[src/rtl/if_prefetch.sv]
`default_nettype none
// ============================================================================
//  Module      : if_prefetch
//  Description : Instruction fetch front end. Issues single-outstanding word
//                fetches to a multi-cycle instruction memory, buffers returned
//                words in a small prefetch FIFO and presents one instruction
//                per cycle to decode. Absorbs decode stalls and flushes on
//                branch/jump redirects.
//  Revision    : 1.0 - initial release
// ============================================================================
module if_prefetch #(
  parameter int unsigned DEPTH    = 4,
  parameter logic [31:0] RESET_PC = 32'h0000_0000,
  parameter logic [31:0] NOP_INST = 32'h0000_0015
) (
  input  logic        clk,
  input  logic        reset,
  output logic        imem_req,
  output logic [31:0] imem_addr,
  input  logic        imem_ack,
  input  logic [31:0] imem_rdata,
  input  logic        stall,
  input  logic        redirect,
  input  logic [31:0] redirect_pc,
  output logic [31:0] inst_id,
  output logic [31:0] pc_plus_four_id,
  output logic        inst_valid
);

  localparam int unsigned        c_PTR_W     = $clog2(DEPTH);
  localparam int unsigned        c_CNT_W     = c_PTR_W + 1;
  localparam logic [c_CNT_W-1:0] c_DEPTH     = c_CNT_W'(DEPTH);
  localparam logic [c_CNT_W-1:0] c_DEPTH_M1  = c_CNT_W'(DEPTH - 1);

  typedef enum logic [1:0] {
    ST_IDLE    = 2'd0,
    ST_REQ     = 2'd1,
    ST_DISCARD = 2'd2
  } state_t;

  state_t               r_state;
  logic [31:0]          r_fetch_pc;
  logic [c_PTR_W-1:0]   r_wr_ptr;
  logic [c_PTR_W-1:0]   r_rd_ptr;
  logic [c_CNT_W-1:0]   r_count;
  logic [31:0]          r_fifo_pc   [DEPTH];
  logic [31:0]          r_fifo_inst [DEPTH];

  logic                 w_pop;
  logic                 w_push;
  logic [c_CNT_W-1:0]   w_cnt_after_pop;
  logic                 w_room_after_push;
  logic [31:0]          w_addr_next;

  // A redirect flushes the FIFO, so neither push nor pop may take effect then;
  // an ack that coincides with a redirect belongs to the abandoned path.
  assign w_pop             = !redirect && !stall && (r_count != '0);
  assign w_push            = (r_state == ST_REQ) && imem_ack && !redirect;
  assign w_cnt_after_pop   = r_count - c_CNT_W'(w_pop);
  assign w_room_after_push = (w_cnt_after_pop < c_DEPTH_M1);
  assign w_addr_next       = imem_addr + 32'd4;

  // Prefetch FIFO storage: write the returned word with the address it came from
  always_ff @(posedge clk) begin
    if (w_push) begin
      r_fifo_pc[r_wr_ptr]   <= imem_addr;
      r_fifo_inst[r_wr_ptr] <= imem_rdata;
    end
  end

  // FIFO pointers and occupancy; pointers wrap naturally since DEPTH is a power of 2
  always_ff @(posedge clk or posedge reset) begin
    if (reset) begin
      r_wr_ptr <= '0;
      r_rd_ptr <= '0;
      r_count  <= '0;
    end else if (redirect) begin
      r_wr_ptr <= '0;
      r_rd_ptr <= '0;
      r_count  <= '0;
    end else begin
      if (w_push) r_wr_ptr <= r_wr_ptr + c_PTR_W'(1);
      if (w_pop)  r_rd_ptr <= r_rd_ptr + c_PTR_W'(1);
      r_count <= r_count + c_CNT_W'(w_push) - c_CNT_W'(w_pop);
    end
  end

  // Fetch FSM: one outstanding request, back-to-back issue while FIFO has room
  always_ff @(posedge clk or posedge reset) begin
    if (reset) begin
      r_state    <= ST_IDLE;
      imem_req   <= 1'b0;
      imem_addr  <= RESET_PC;
      r_fetch_pc <= RESET_PC;
    end else begin
      case (r_state)
        ST_IDLE: begin
          if (redirect) begin
            r_fetch_pc <= redirect_pc;
          end else if (w_cnt_after_pop < c_DEPTH) begin
            imem_req  <= 1'b1;
            imem_addr <= r_fetch_pc;
            r_state   <= ST_REQ;
          end
        end
        ST_REQ: begin
          if (imem_ack && redirect) begin
            r_fetch_pc <= redirect_pc;
            imem_req   <= 1'b0;
            r_state    <= ST_IDLE;
          end else if (imem_ack) begin
            r_fetch_pc <= w_addr_next;
            if (w_room_after_push) begin
              imem_addr <= w_addr_next;
            end else begin
              imem_req <= 1'b0;
              r_state  <= ST_IDLE;
            end
          end else if (redirect) begin
            // Request stays on the bus until memory answers; the answer is dropped
            r_fetch_pc <= redirect_pc;
            r_state    <= ST_DISCARD;
          end
        end
        ST_DISCARD: begin
          if (redirect) r_fetch_pc <= redirect_pc;
          if (imem_ack) begin
            imem_req <= 1'b0;
            r_state  <= ST_IDLE;
          end
        end
        default: begin
          imem_req <= 1'b0;
          r_state  <= ST_IDLE;
        end
      endcase
    end
  end

  // Decode register: redirect beats stall, stall holds, otherwise pop or inject NOP
  always_ff @(posedge clk or posedge reset) begin
    if (reset) begin
      inst_id         <= NOP_INST;
      pc_plus_four_id <= RESET_PC;
      inst_valid      <= 1'b0;
    end else if (redirect) begin
      inst_id         <= NOP_INST;
      pc_plus_four_id <= redirect_pc;
      inst_valid      <= 1'b0;
    end else if (!stall) begin
      if (r_count != '0) begin
        inst_id         <= r_fifo_inst[r_rd_ptr];
        pc_plus_four_id <= r_fifo_pc[r_rd_ptr] + 32'd4;
        inst_valid      <= 1'b1;
      end else begin
        inst_id    <= NOP_INST;
        inst_valid <= 1'b0;
      end
    end
  end

endmodule
`default_nettype wire
[config.mk]
export PLATFORM = sky130hd
export DESIGN_NAME = if_prefetch
export DESIGN_NICKNAME = d
export VERILOG_FILES = /design/src/rtl/if_prefetch.sv
export SDC_FILE = /design/constraint.sdc
export NUM_CORES = 1
export LEC_CHECK = 0
export ABC_CLOCK_PERIOD_IN_PS = 4500
export BUFFER_PORTS_ARGS = -buffer_cell sky130_fd_sc_hd__buf_2
export CELL_PAD_IN_SITES_DETAIL_PLACEMENT = 2
export CELL_PAD_IN_SITES_GLOBAL_PLACEMENT = 2
export CORE_ASPECT_RATIO = 0.75
export CORE_UTILIZATION = 42
export CTS_CLUSTER_SIZE = 30
export DETAILED_ROUTE_END_ITERATION = 8
export PLACE_DENSITY_LB_ADDON = 0.1
export SYNTH_ARGS = -nofsm -noshare
export SYNTH_HDL_FRONTEND = slang
export SYNTH_SLANG_ARGS = --single-unit
[constraint.sdc]
create_clock -name clk -period 4.5 [get_ports clk]
set_clock_uncertainty 0.05 [all_clocks]
set_input_delay 0.225 -clock clk [delete_from_list [all_inputs] [get_ports clk]]
set_output_delay 0.225 -clock clk [all_outputs]
set_load 0.005 [all_outputs]
* Yosys cells after proc, flatten, opt, wreduce, memory -nomap -nowiden *
Memories as Yosys holds them, arrays and structs flattened.
Cells that the tools add are included.

storage, ports and cells
  register bits after elaboration = 139
  bits in writable memories = 256
  input bits = 69
  output and inout port bits = 98
  word-level logic and storage cells = 94
  memories = 2

cells by class
  add/subtract/negate cells = 7
  magnitude comparators = 2
  equal/unequal tests = 13
  multiplexer cells = 41
  reductions and logical operators = 19

memories
  memory       depth  bits a word  read ports  clocked after memory_dff  wr ports  line  RTL
  r_fifo_inst  4      32           1           0                         1         47    logic [31:0] r_fifo_inst [DEPTH];
  r_fifo_pc    4      32           1           0                         1         46    logic [31:0] r_fifo_pc [DEPTH];

operators with widths
  kind                   number
  $mux 32                14
  $pmux 32 s2            2
  $add 32x3->32 const B  2
  $mux 2                 11
  $ne 2x2->1 const B     6
  $mux 1                 11
  $reduce_and 5->1       2
  $reduce_bool 2->1      5
  $ne 4x3->1 const B     2
  $ne 3x2->1 const B     2
  $pmux 2 s3             1
  $reduce_and 6->1       1
  $sub 3x1->3            2
  $logic_and 1x1->1      5
  $add 2x1->2 const B    2
  $add 3x1->3            1
  $lt 3x2->1 const B     1
  $lt 3x3->1 const B     1
  $mux 3                 1
  $pmux 1 s3             1
  $reduce_bool 3->1      1
  $eq 2x1->1 const B     1
  $eq 2x2->1 const B     1
  $logic_not 1->1        2
  other kinds (4)        4

* Logic depth before layout (Yosys ltp) *
  word-level depth = 9
  gate-level depth with buffers = 14
  mapped depth without buffers = 12

* Worst setup path before layout *
OpenSTA, ideal clock, no wires.

  kind = register to register
  start = register r_count[2]
  end = register imem_addr[3]
  library setup time = 0.142 ns
  arrival = 2.998 ns
  data required time = 4.308 ns
  slack = 1.311 ns
  stages on the path, launching flop included = 14
  path buffers = 3
  period minus slack after synthesis = 3.189 ns
  path through = dfrtp_1 nor3_1 nor2_1 nand2_1 inv_2 clkbuf_1 ha_1 ha_1 xnor2_1 o21ai_0 a22oi_1 clkbuf_1 clkbuf_1 a31oi_1

between the ends
  cells in the longest elaborated chain, start to end = 6
  elaborated cells on any way between the ends = 8
  classes of those cells = add/sub (1); order compare (2); eq/ne (2); reduce/logical (3)

ends and longest elaborated chain
  what                                      line     RTL
  from (decl)                               45       logic [c_CNT_W-1:0] r_count;
  from (signal assigned)                    84       r_count <= r_count + c_CNT_W'(w_push) - c_CNT_W'(w_pop);
  $reduce_bool 3->1                         57       assign w_pop = !redirect && !stall && (r_count != '0);
  $logic_and 1x1->1                         57
  $sub 3x1->3 (*)                           59       assign w_cnt_after_pop = r_count - c_CNT_W'(w_pop);
  $lt 3x2->1 or $lt 3x3->1 (tied branches)  60, 100
  $ne 2x2->1 (no line)                      -
  $reduce_and 6->1 (no line) (*)            -
  to (signal assigned)                      102      imem_addr <= r_fetch_pc;
  to (signal assigned)                      114      imem_addr <= w_addr_next;
  to (decl)                                 19       output logic [31:0] imem_addr,

Every way passes the cells marked *; elsewhere a longest branch is shown, timed or not.
A chain may end at the register's enable or synchronous reset.

* Worst setup path after layout *
  start = register r_count[2]
  end = register imem_addr[31]

Same word-level chain as after synthesis.

==> key figures <==
Timing
  – Min Clock Period, post-route: 3.35 ns
  – Worst Tran Pin Value: 1.07 ns
  – Final Max Slew Viols: 0
  – Slew headroom: 28.4%
  – RSZ-0062 raised after global routing: false
  – Hold Fails Final Rpt: 0
  – Final cycle utilization of the critical path: 74.5%
  – Final setup violation count: 0
  – Setup TNS Final: 0 ns
  – Hold WS: 0.0703 ns
  – Highest clock rate: 298 MHz

GRT
  – GRT overflow: 0
  – GRT Resource Usage Total: 28.5%
  – Largest net degree at the start of global routing: 94
  – Initial antenna violation count: 0
  – Vias in the first global route: 13000
  – First-pass GRT wire length: 87100 um

Placement
  – GPL Wtd Cong: 0.788
  – Final HPWL DP: 36500 um
  – Port bufs: 166
  – Post-Place Cells: 1833

Logic synthesis
  – Cell count after synthesis: 1190
  – Post-synthesis sequential area ratio: 65.3%
  – EDFF count, synth: 256
  – Cell variety after synth: 64
  – Mapped Area: 17100 um2
  – Ys flop type: edfxtp_1
  – Register bit total from synthesis: 395
  – Avg Cell Area, Syn: 14.4 um2
  – Adder-Cell Fraction of Synth Area: 0.849%
  – Post-Synth Simple-Gate Area: 7.64%
  – Largest family of logic cells by synthesized area: compound AO/OA/AOI/OAI gates
  – Fraction of registers with async set/reset: 35.2%
  – Mux share of post-synthesis cell area: 9.63%
  – Yosys warns: 0
  – Post-synthesis compound-gate area fraction: 10.6%
  – Syn Nets: 1270
  – Post-synthesis xor/xnor area fraction: 3.12%

Worst hold path
  – Worst min path class: input pin to register

Floorplanning
  – Initial Util: 43.0%
  – Vert. Die Dim: 177 um
  – Die X: 235 um
  – Io pins: 167
  – Rows: 63
  – Core area: 39800 um2
  – Die Area: 41500 um2

Drt
  – Remaining DRCs: 0
  – Via count: 11900
  – Post-route ant nets: 0
  – Avg WL per Cell: 29.7 um
  – Detailed Routing Iterations Pass 1: 5
  – Routed WL: 58300 um
  – Drt initial violations: 928
  – Vias per cell: 6.07

Power
  – Worst vdd ir: 275 uV
  – Leak: 7.50 nW
  – Power Dens Cells: 585 nW/um2

Clocking
  – CTS Buf Count: 41
  – Clock Pin Slew Worst Setup and Hold Paths: 0.07 ns
  – TritonCTS sink count: 395
  – Post-cts repair resize count: 0
  – Root buf cell: clkbuf_16
  – CTS tree: built
  – CTS max path bufs: 3
  – H-tree levels: 2
  – Clk_lat worst skew: 0.56 ns

Setup path
  – Critical Path Start Type: register
  – Critical Path End Type: register
  – Setup CP Type: register to register
  – Slowest CP cell: dfrtp_1
  – Crit-path max cell delay: 0.43 ns
  – Critical Path Fanout Max: 38
  – Critical Path AT: 3.75 ns
  – Crit-path cells: nor3_1 > nor2_2 > buf_4 > nand2_1 > inv_2 > ha_1 > ha_1 > xnor2_1 > o21ai_0 > a22o_1 > buf_4 > a21oi_1 > a2bb2oi_1
  – Critical Path RT: 4.90 ns

Run
  – Total of max-cap violations: 0

Finish
  – Fillers: 3681
  – Most frequent cells in the layout: 256 x edfxtp_1, 165 x buf_2, 134 x dfrtp_1
  – Finished Layout Cells: 1965
  – Commonest non-fill, non-tap cell in the layout: edfxtp_1
  – Synthesis-to-finish area growth: 19.3%
  – Share of post-route cells with drive strength above 1: 23.4%
  – Ant. Diodes: 0
  – NumNets Final: 1494

Run status
  – Status: finished, final reports clean
-- power breakdown --
group | internal [W] | switching [W]
registers | 0.00453 | 0.000779
clock network | 0.00193 | 0.00146
logic | 0.00137 | 0.00186
total | 0.00783 | 0.00410
-- per-stage QoR --
stage | utilization (%) | setup slack [ns] | cell area [um2] | total power (W)
2_1_floorplan | - | 0.505 | 17100 | 0.00711
3_3_place_gp | 46.5 | 1.37 | 18500 | 0.00833
3_5_place_dp | 46.5 | 1.24 | 18500 | 0.00852
4_1_cts | 51.2 | 1.20 | 20400 | 0.0120
5_1_grt | 51.2 | 0.978 | 20400 | 0.0124
6_report | 51.2 | 1.15 | 20400 | 0.0119
-- final cells by class --
| class | instances | area (um2) | share of cell area [%] |
|---|---|---|---|
| clock buffer | 62 | 1190 | 5.82 |
| clock inverter | 12 | 114 | 0.558 |
| inverter | 23 | 91.3 | 0.448 |
| multi-input combinational | 699 | 5490 | 26.9 |
| sequential | 395 | 11200 | 54.8 |
| tap | 520 | 651 | 3.19 |
| timing repair buffer | 254 | 1690 | 8.28 |
-- worst max-delay path: cells and delay by family (launching register included) --
kind | cells | cell delay, ns
compound gates | 4 | 1.02
buf+inv | 3 | 0.57
simple gates | 3 | 0.52
flops | 1 | 0.43
fa+ha+maj | 2 | 0.36
xor+xnor | 1 | 0.25
-- synth_stat cells (15+ instances only) --
master	number	area, um2
inv_1	21	78.8
edfxtp_1	256	7690
dfrtp_1	136	3400
nand3_1	19	95.1
nand2_1	86	323
mux4_2	54	1220
o22ai_1	57	357
a21oi_1	68	340
nor3_1	15	75.1
xnor2_1	43	377
o21ai_0	60	300
clkbuf_1	48	180
a22oi_1	15	113
a22o_1	30	263
nor2_1	55	206
xor2_1	18	158
nand2b_1	21	131
-- worst paths after layout --
check	startpoint	end	slack, ns	cells after the start
worst max register to register	r_count[2]	imem_addr[31]	1.15	13
worst max-delay path	r_count[2]	imem_addr[31]	1.15	13
max in group asynchronous	reset	inst_id[6]	2.93	4
worst min register to register	inst_id[10]	inst_id[10]	0.45	1
min in group asynchronous	reset	inst_id[27]	0.41	3
worst min-delay path	redirect_pc[30]	r_fetch_pc[30]	0.07	4
-- repair_timing --
item / in CTS / in global routing
buffers inserted: 0 / 0
endpoints found under the hold margin: 251 / 0
hold buffers: 58 / 0
-- per-layer routing --
layer  global-route usage [%]  up-vias  wire length [um]  part of all wire [%]
li1                         -     5053                 -                     -
met1                     40.4     6352             26100                    45
met2                     45.6      431             27200                    47
met3                     5.13       88              3760                   6.4
met4                     7.51        0              1350                   2.3
met5                        0        -                 0                     0
-- registers in the layout, indices dropped and copies added (netlist names), 3 cells and up --
signal           cells
r_fetch_pc          32
r_fifo_inst        128
imem_addr           32
r_fifo_pc          128
inst_id             32
r_count              3
pc_plus_four_id     32
-- cell families after synthesis --
logic type | count (synthesis)
buffers and inverters | 96
and+or+nand+nor | 262
muxes | 80
DFF | 395
adders and majority gates | 11
AOI/OAI and AO/OA | 285
xor gates and xnor gates | 61
(Power assumes the default switching activity.)
